### config.mk
export PLATFORM = sky130hd
export DESIGN_NAME = ctech_lib_wake_or_sync
export DESIGN_NICKNAME = d
export VERILOG_FILES = /design/src/rtl/ctech_lib_wake_or_sync.sv
export SDC_FILE = /design/constraint.sdc
export NUM_CORES = 1
export LEC_CHECK = 0
export BUFFER_PORTS_ARGS = -buffer_cell sky130_fd_sc_hd__buf_2
export CAP_MARGIN = 20
export CORE_MARGIN = 1
export CORE_UTILIZATION = 49
export CTS_CLUSTER_DIAMETER = 30
export DETAILED_ROUTE_END_ITERATION = 7
export PLACE_DENSITY = 0.75
export SLEW_MARGIN = 20
export SYNTH_ARGS = -nofsm -noshare
export SYNTH_HDL_FRONTEND = slang
export SYNTH_SLANG_ARGS = --single-unit
export TNS_END_PERCENT = 1
### constraint.sdc
create_clock -name clk -period 1.45 [get_ports clk]
set_input_delay 0 -clock clk [delete_from_list [all_inputs] [get_ports clk]]
set_output_delay 0 -clock clk [all_outputs]
set_load 0.02 [all_outputs]
### src/rtl/ctech_lib_wake_or_sync.sv
// ---------------------------------------------------------------------------
// ctech_lib_wake_or_sync
//
// Wake/event aggregator placed directly upstream of the ctech_lib_or cells.
// Asynchronous request lines are synchronized into clk and rising-edge
// detected into sticky pending bits. The pending bits are OR-reduced into a
// single registered wake output that, once asserted, stays high for at least
// MIN_HOLD cycles. Firmware clears pending bits through a four-phase
// req/ack handshake.
//
// Optional feature macro: CTECH_LIB_WAKE_GLITCH_FILTER_EN
//   When defined, a synced level must stay high for two consecutive cycles
//   before it counts as an edge. Single-cycle synced pulses are ignored, and
//   source-to-pend latency grows by one cycle.
//
// Parameters
//   NUM_SRC     number of request sources (1..16)
//   SYNC_STAGES synchronizer depth (2..3)
//   MIN_HOLD    minimum wake_o high time in cycles (1..15)
//
// Ports
//   clk        in   sole clock
//   rst_b      in   asynchronous assert, active-low reset
//   src_async  in   [NUM_SRC] asynchronous level requests
//   src_mask   in   [NUM_SRC] per-source enable (1 = enabled), clk domain
//   clr_req    in   four-phase clear request
//   clr_vec    in   [NUM_SRC] bits to clear, stable while clr_req is high
//   clr_ack    out  one-cycle clear acknowledge
//   pend       out  [NUM_SRC] sticky pending bits
//   wake_o     out  aggregated, registered wake
// ---------------------------------------------------------------------------
module ctech_lib_wake_or_sync #(
  parameter int NUM_SRC     = 4,
  parameter int SYNC_STAGES = 2,
  parameter int MIN_HOLD    = 3
) (
  input  logic               clk,
  input  logic               rst_b,
  input  logic [NUM_SRC-1:0] src_async,
  input  logic [NUM_SRC-1:0] src_mask,
  input  logic               clr_req,
  input  logic [NUM_SRC-1:0] clr_vec,
  output logic               clr_ack,
  output logic [NUM_SRC-1:0] pend,
  output logic               wake_o
);

  localparam logic [3:0] HOLD_LOAD = 4'(MIN_HOLD - 1);

  typedef enum logic [1:0] {
    ST_IDLE     = 2'd0,
    ST_ACK      = 2'd1,
    ST_WAIT_LOW = 2'd2
  } clr_state_t;

  logic [SYNC_STAGES-1:0][NUM_SRC-1:0] r_sync;
  logic [NUM_SRC-1:0]                  w_s_sync;
  logic [NUM_SRC-1:0]                  w_edge;
  logic [NUM_SRC-1:0]                  w_set;
  logic [NUM_SRC-1:0]                  w_clr_bits;
  logic [NUM_SRC-1:0]                  r_pend;
  logic                                w_any;
  logic [3:0]                          r_hold_cnt;
  logic                                r_wake;
  clr_state_t                          r_state;
  clr_state_t                          w_state_nxt;
  logic                                r_clr_ack;

  // Synchronizer chain: stage 0 samples the raw asynchronous inputs.
  always_ff @(posedge clk or negedge rst_b) begin
    if (!rst_b) begin
      r_sync <= '0;
    end else begin
      r_sync <= {r_sync[SYNC_STAGES-2:0], src_async};
    end
  end

  assign w_s_sync = r_sync[SYNC_STAGES-1];

`ifdef CTECH_LIB_WAKE_GLITCH_FILTER_EN
  logic [NUM_SRC-1:0] r_s_filt;
  logic [NUM_SRC-1:0] r_s_prev2;

  // Filter history: s_filt is the synced level one cycle ago, s_prev2 two ago.
  always_ff @(posedge clk or negedge rst_b) begin
    if (!rst_b) begin
      r_s_filt  <= '0;
      r_s_prev2 <= '0;
    end else begin
      r_s_filt  <= w_s_sync;
      r_s_prev2 <= r_s_filt;
    end
  end

  // An edge needs the synced level high for two consecutive cycles after a low.
  assign w_edge = w_s_sync & r_s_filt & ~r_s_prev2;
`else
  logic [NUM_SRC-1:0] r_s_prev;

  // Previous synced level for plain rising-edge detection.
  always_ff @(posedge clk or negedge rst_b) begin
    if (!rst_b) begin
      r_s_prev <= '0;
    end else begin
      r_s_prev <= w_s_sync;
    end
  end

  assign w_edge = w_s_sync & ~r_s_prev;
`endif

  // Masked edges are dropped outright; the mask never touches pend itself.
  assign w_set = w_edge & src_mask;

  // The clear lands at the edge that ends the ACK cycle.
  assign w_clr_bits = (r_state == ST_ACK) ? clr_vec : '0;

  // Clear handshake next-state logic.
  always_comb begin
    w_state_nxt = r_state;
    case (r_state)
      ST_IDLE: begin
        if (clr_req) begin
          w_state_nxt = ST_ACK;
        end else begin
          w_state_nxt = ST_IDLE;
        end
      end
      ST_ACK: begin
        w_state_nxt = ST_WAIT_LOW;
      end
      ST_WAIT_LOW: begin
        if (!clr_req) begin
          w_state_nxt = ST_IDLE;
        end else begin
          w_state_nxt = ST_WAIT_LOW;
        end
      end
      default: begin
        w_state_nxt = ST_IDLE;
      end
    endcase
  end

  // Clear FSM state register; ack is registered alongside so it tracks ST_ACK.
  always_ff @(posedge clk or negedge rst_b) begin
    if (!rst_b) begin
      r_state   <= ST_IDLE;
      r_clr_ack <= 1'b0;
    end else begin
      r_state   <= w_state_nxt;
      r_clr_ack <= (w_state_nxt == ST_ACK);
    end
  end

  // Sticky pending bits; a set wins over a clear of the same bit.
  always_ff @(posedge clk or negedge rst_b) begin
    if (!rst_b) begin
      r_pend <= '0;
    end else begin
      r_pend <= (r_pend & ~w_clr_bits) | w_set;
    end
  end

  // Reduction that maps onto the downstream ctech_lib_or cell tree.
  assign w_any = |r_pend;

  // Wake output with minimum-hold counter; only a 0->1 of wake loads it.
  always_ff @(posedge clk or negedge rst_b) begin
    if (!rst_b) begin
      r_wake     <= 1'b0;
      r_hold_cnt <= 4'd0;
    end else if (r_hold_cnt != 4'd0) begin
      r_hold_cnt <= r_hold_cnt - 4'd1;
      r_wake     <= 1'b1;
    end else if (!r_wake && w_any) begin
      r_wake     <= 1'b1;
      r_hold_cnt <= HOLD_LOAD;
    end else begin
      r_wake     <= w_any;
      r_hold_cnt <= 4'd0;
    end
  end

  assign clr_ack = r_clr_ack;
  assign pend    = r_pend;
  assign wake_o  = r_wake;

endmodule

==> reports/metrics.cfg <==
[critical_path]
cp-start-kind=register
crit_required_ns=1.68
crit_arrival_ns=1.60
cp_max_fo=5
slowest_stage=or4b_1
worst_r2r_startpoint=r_hold_cnt[0]
worstSetupEndpointType=register
crit_start=r_hold_cnt[0]
worstSetupPathType=register to register
worstPathCellList=inv_1, ha_1, or4b_1, o22ai_1
crit_buf_inv=1
worst_path_largest_cell_delay_ns=0.45
critPathTopFamily=simple AND/OR/NAND/NOR gates
r2r_slack_ns=0.07

[logic_synthesis]
yosysWarnings=0
synth_top_cell_area_share_pct=74.2
yosysMostFrequentCell=dfrtp_1
syn_area_um2=810
ys_seq_area_share_pct=74.2
ys_ff_latch=24
avgSynthCellArea_um2=14.2
yosysTopAreaCell=dfrtp_1
syn_nets=73
synthFlopType=dfrtp_1
synthTopCellsByCount=dfrtp_1, nand3b_1, nand2_1
synth_area_leaders=dfrtp_1, nand3b_1, o2bb2ai_1
yosysUniqueCellTypes=15
synth-edff-count=0
synthArstFlopShare_pct=100
synth_cells=57

[power]
report.power.total_w=0.00192
power_switching_w=0.000600
power_frac_clock_pct=17.7
p_leak_nw=0.526
pwr-share-comb_pct=31.2
p_seq_share_pct=51.0
p_int_w=0.00132
ir_drop_uv=1100
swShare_pct=31.3
powerDensity_nw_per_um2=1720

[placed_design]
hpwlAfterDp_um=939
gp_congestion=0.696
numPlacedInstances=92
numPortBuffers=20

[global_routing]
track_usage_pct=19.5
grt_max_degree=25
gr-total-overflow=0
grt_pass1_wl_um=2550
antenna_found_initial=0
grt_pass1_vias=596

[final_layout]
drive_above_1_share_pct=30.9
fin_cells=110
diodes=0
n_fill_cell=96
nets=111
area_growth_pct=37.9

[clocking]
htree_levels=1
clock_latency_ns=0.30
path_clk_slew_ns=0.12
numCtsBuffers=3
tritoncts=done
cts_root_buf=clkbuf_4
clock-sinks=24
clockBufferDepth=2

[sta]
final-max-slew-violation-count=0
hold_ws_ns=0.00780
fin_crit_ns=1.38
clock_skew_ns=0.00289
tns_ns=0
fmax_mhz=727
finalHoldViolations=0
setup_violations=0
period_share_pct=94.9
slew_headroom_pct=66.3
rsz0062_at_grt=no
tightest_slew_ns=0.506

[route]
num_vias=580
drt_iter0_drc=10
ant_nets=0
via_per_inst=5.27
drt_wl_total_um=1490
drc=0
wl_per_cell_um=13.6
firstDrtPassIters=4

[floorplan]
initial_utilization_pct=53.1
die_height_um=42.6
fp-row-count=14
coreArea_um2=1520
ios=21
die_w_um=42.6
die-area_um2=1820

[min_path]
hold_start=clr_vec[0]
hold_path_class=primary input to register

[outcome]
status=finished clean

[job]
drv_cap=0

==> layer usage <==
| layer | vias up | GRT usage (%) | share of wire, % |
|---|---|---|---|
| met5 | - | 0 | 0 |
| met4 | 0 | 10.6 | 1.1 |
| met3 | 4 | 2.59 | 5.8 |
| met2 | 31 | 32.4 | 48 |
| met1 | 275 | 24.5 | 45 |
| li1 | 270 | - | - |
==> flip-flops by register name (all words and copies together) (netlist names) <==
| register | flops |
|---|---|
| pend | 4 |
| r_hold_cnt | 4 |
| r_s_prev | 4 |
| r_sync | 4 |
| w_s_sync | 4 |
| r_state | 2 |
| clr_ack | 1 |
| wake_o | 1 |
==> stage by stage <==
stage          util [%]  worst slack (ns)  cell area [µm²]
2_1_floorplan         -             0.200              810
3_3_place_gp       60.8             0.156              926
3_5_place_dp       60.8            0.0992              926
4_1_cts            72.3            0.0133             1100
5_1_grt            73.2            0.0108             1120
6_report           73.2            0.0746             1120
==> placed cells by master (no fill, tap or decap), types with 2 or more instances in the layout <==
master,count
dlymetal6s4s_1,3
nor3b_1,3
dlygate4sd3_1,10
clkbuf_4,3
dfrtp_2,2
nand3b_1,6
o2bb2ai_1,3
nor2_1,2
o21ai_0,2
inv_1,4
buf_2,20
nand2_1,5
dfrtp_1,22
==> what timing repair did <==
action / CTS / global route
resized for setup: 0 / 6
endpoints found under the setup margin: 0 / 4
hold buffers: 14 / 0
setup buffers: 0 / 1
endpoints found under the hold margin: 35 / 0
==> final timing paths <==
path,to,cells past startpoint
hold reg to reg,w_s_sync[2],0
setup / recovery,r_hold_cnt[1],4
min in group asynchronous,r_state[0],2
hold / removal,pend[0],3
max in group asynchronous,r_state[1],2
setup reg to reg,r_hold_cnt[1],4
==> tightest hold or removal path: cells and delay by family <==
kind,cells,cell delay (ns)
buf+inv,1,0.10
simple gates,1,0.09
compound gates,1,0.10
==> cells by family (layout without fill, tap and decap cells) <==
group | Yosys count | count (layout) | share of synthesized area (%)
multiplexers | 1 | 1 | 1.39
flip-flops | 24 | 24 | 74.2
adder cells (fa/ha/maj) | 1 | 1 | 1.55
AND/OR/NAND/NOR | 19 | 19 | 14.2
AO/OA/AOI/OAI | 7 | 7 | 6.34
buffers and inverters | 5 | 42 | 2.32
==> cell type report <==
| cell class | instances | area [µm²] | area share [%] |
|---|---|---|---|
| flip-flops and latches | 24 | 603 | 54.0 |
| repair buffers | 34 | 245 | 22.0 |
| multi-input cells | 28 | 196 | 17.6 |
| clock buffers | 4 | 36.3 | 3.25 |
| well taps | 16 | 20.0 | 1.79 |
| inverters | 4 | 15.0 | 1.35 |
==> power groups by stage <==
stage | registers [W] | logic [W] | clock network, W
2_1_floorplan | 0.00102 | 0.000254 | 0
3_5_place_dp | 0.000990 | 0.000461 | 0
6_report | 0.000978 | 0.000598 | 0.000340
5_1_grt | 0.00100 | 0.000649 | 0.000368
4_1_cts | 0.000975 | 0.000563 | 0.000351
3_3_place_gp | 0.000979 | 0.000439 | 0
Power figures use the tool's default switching activity.
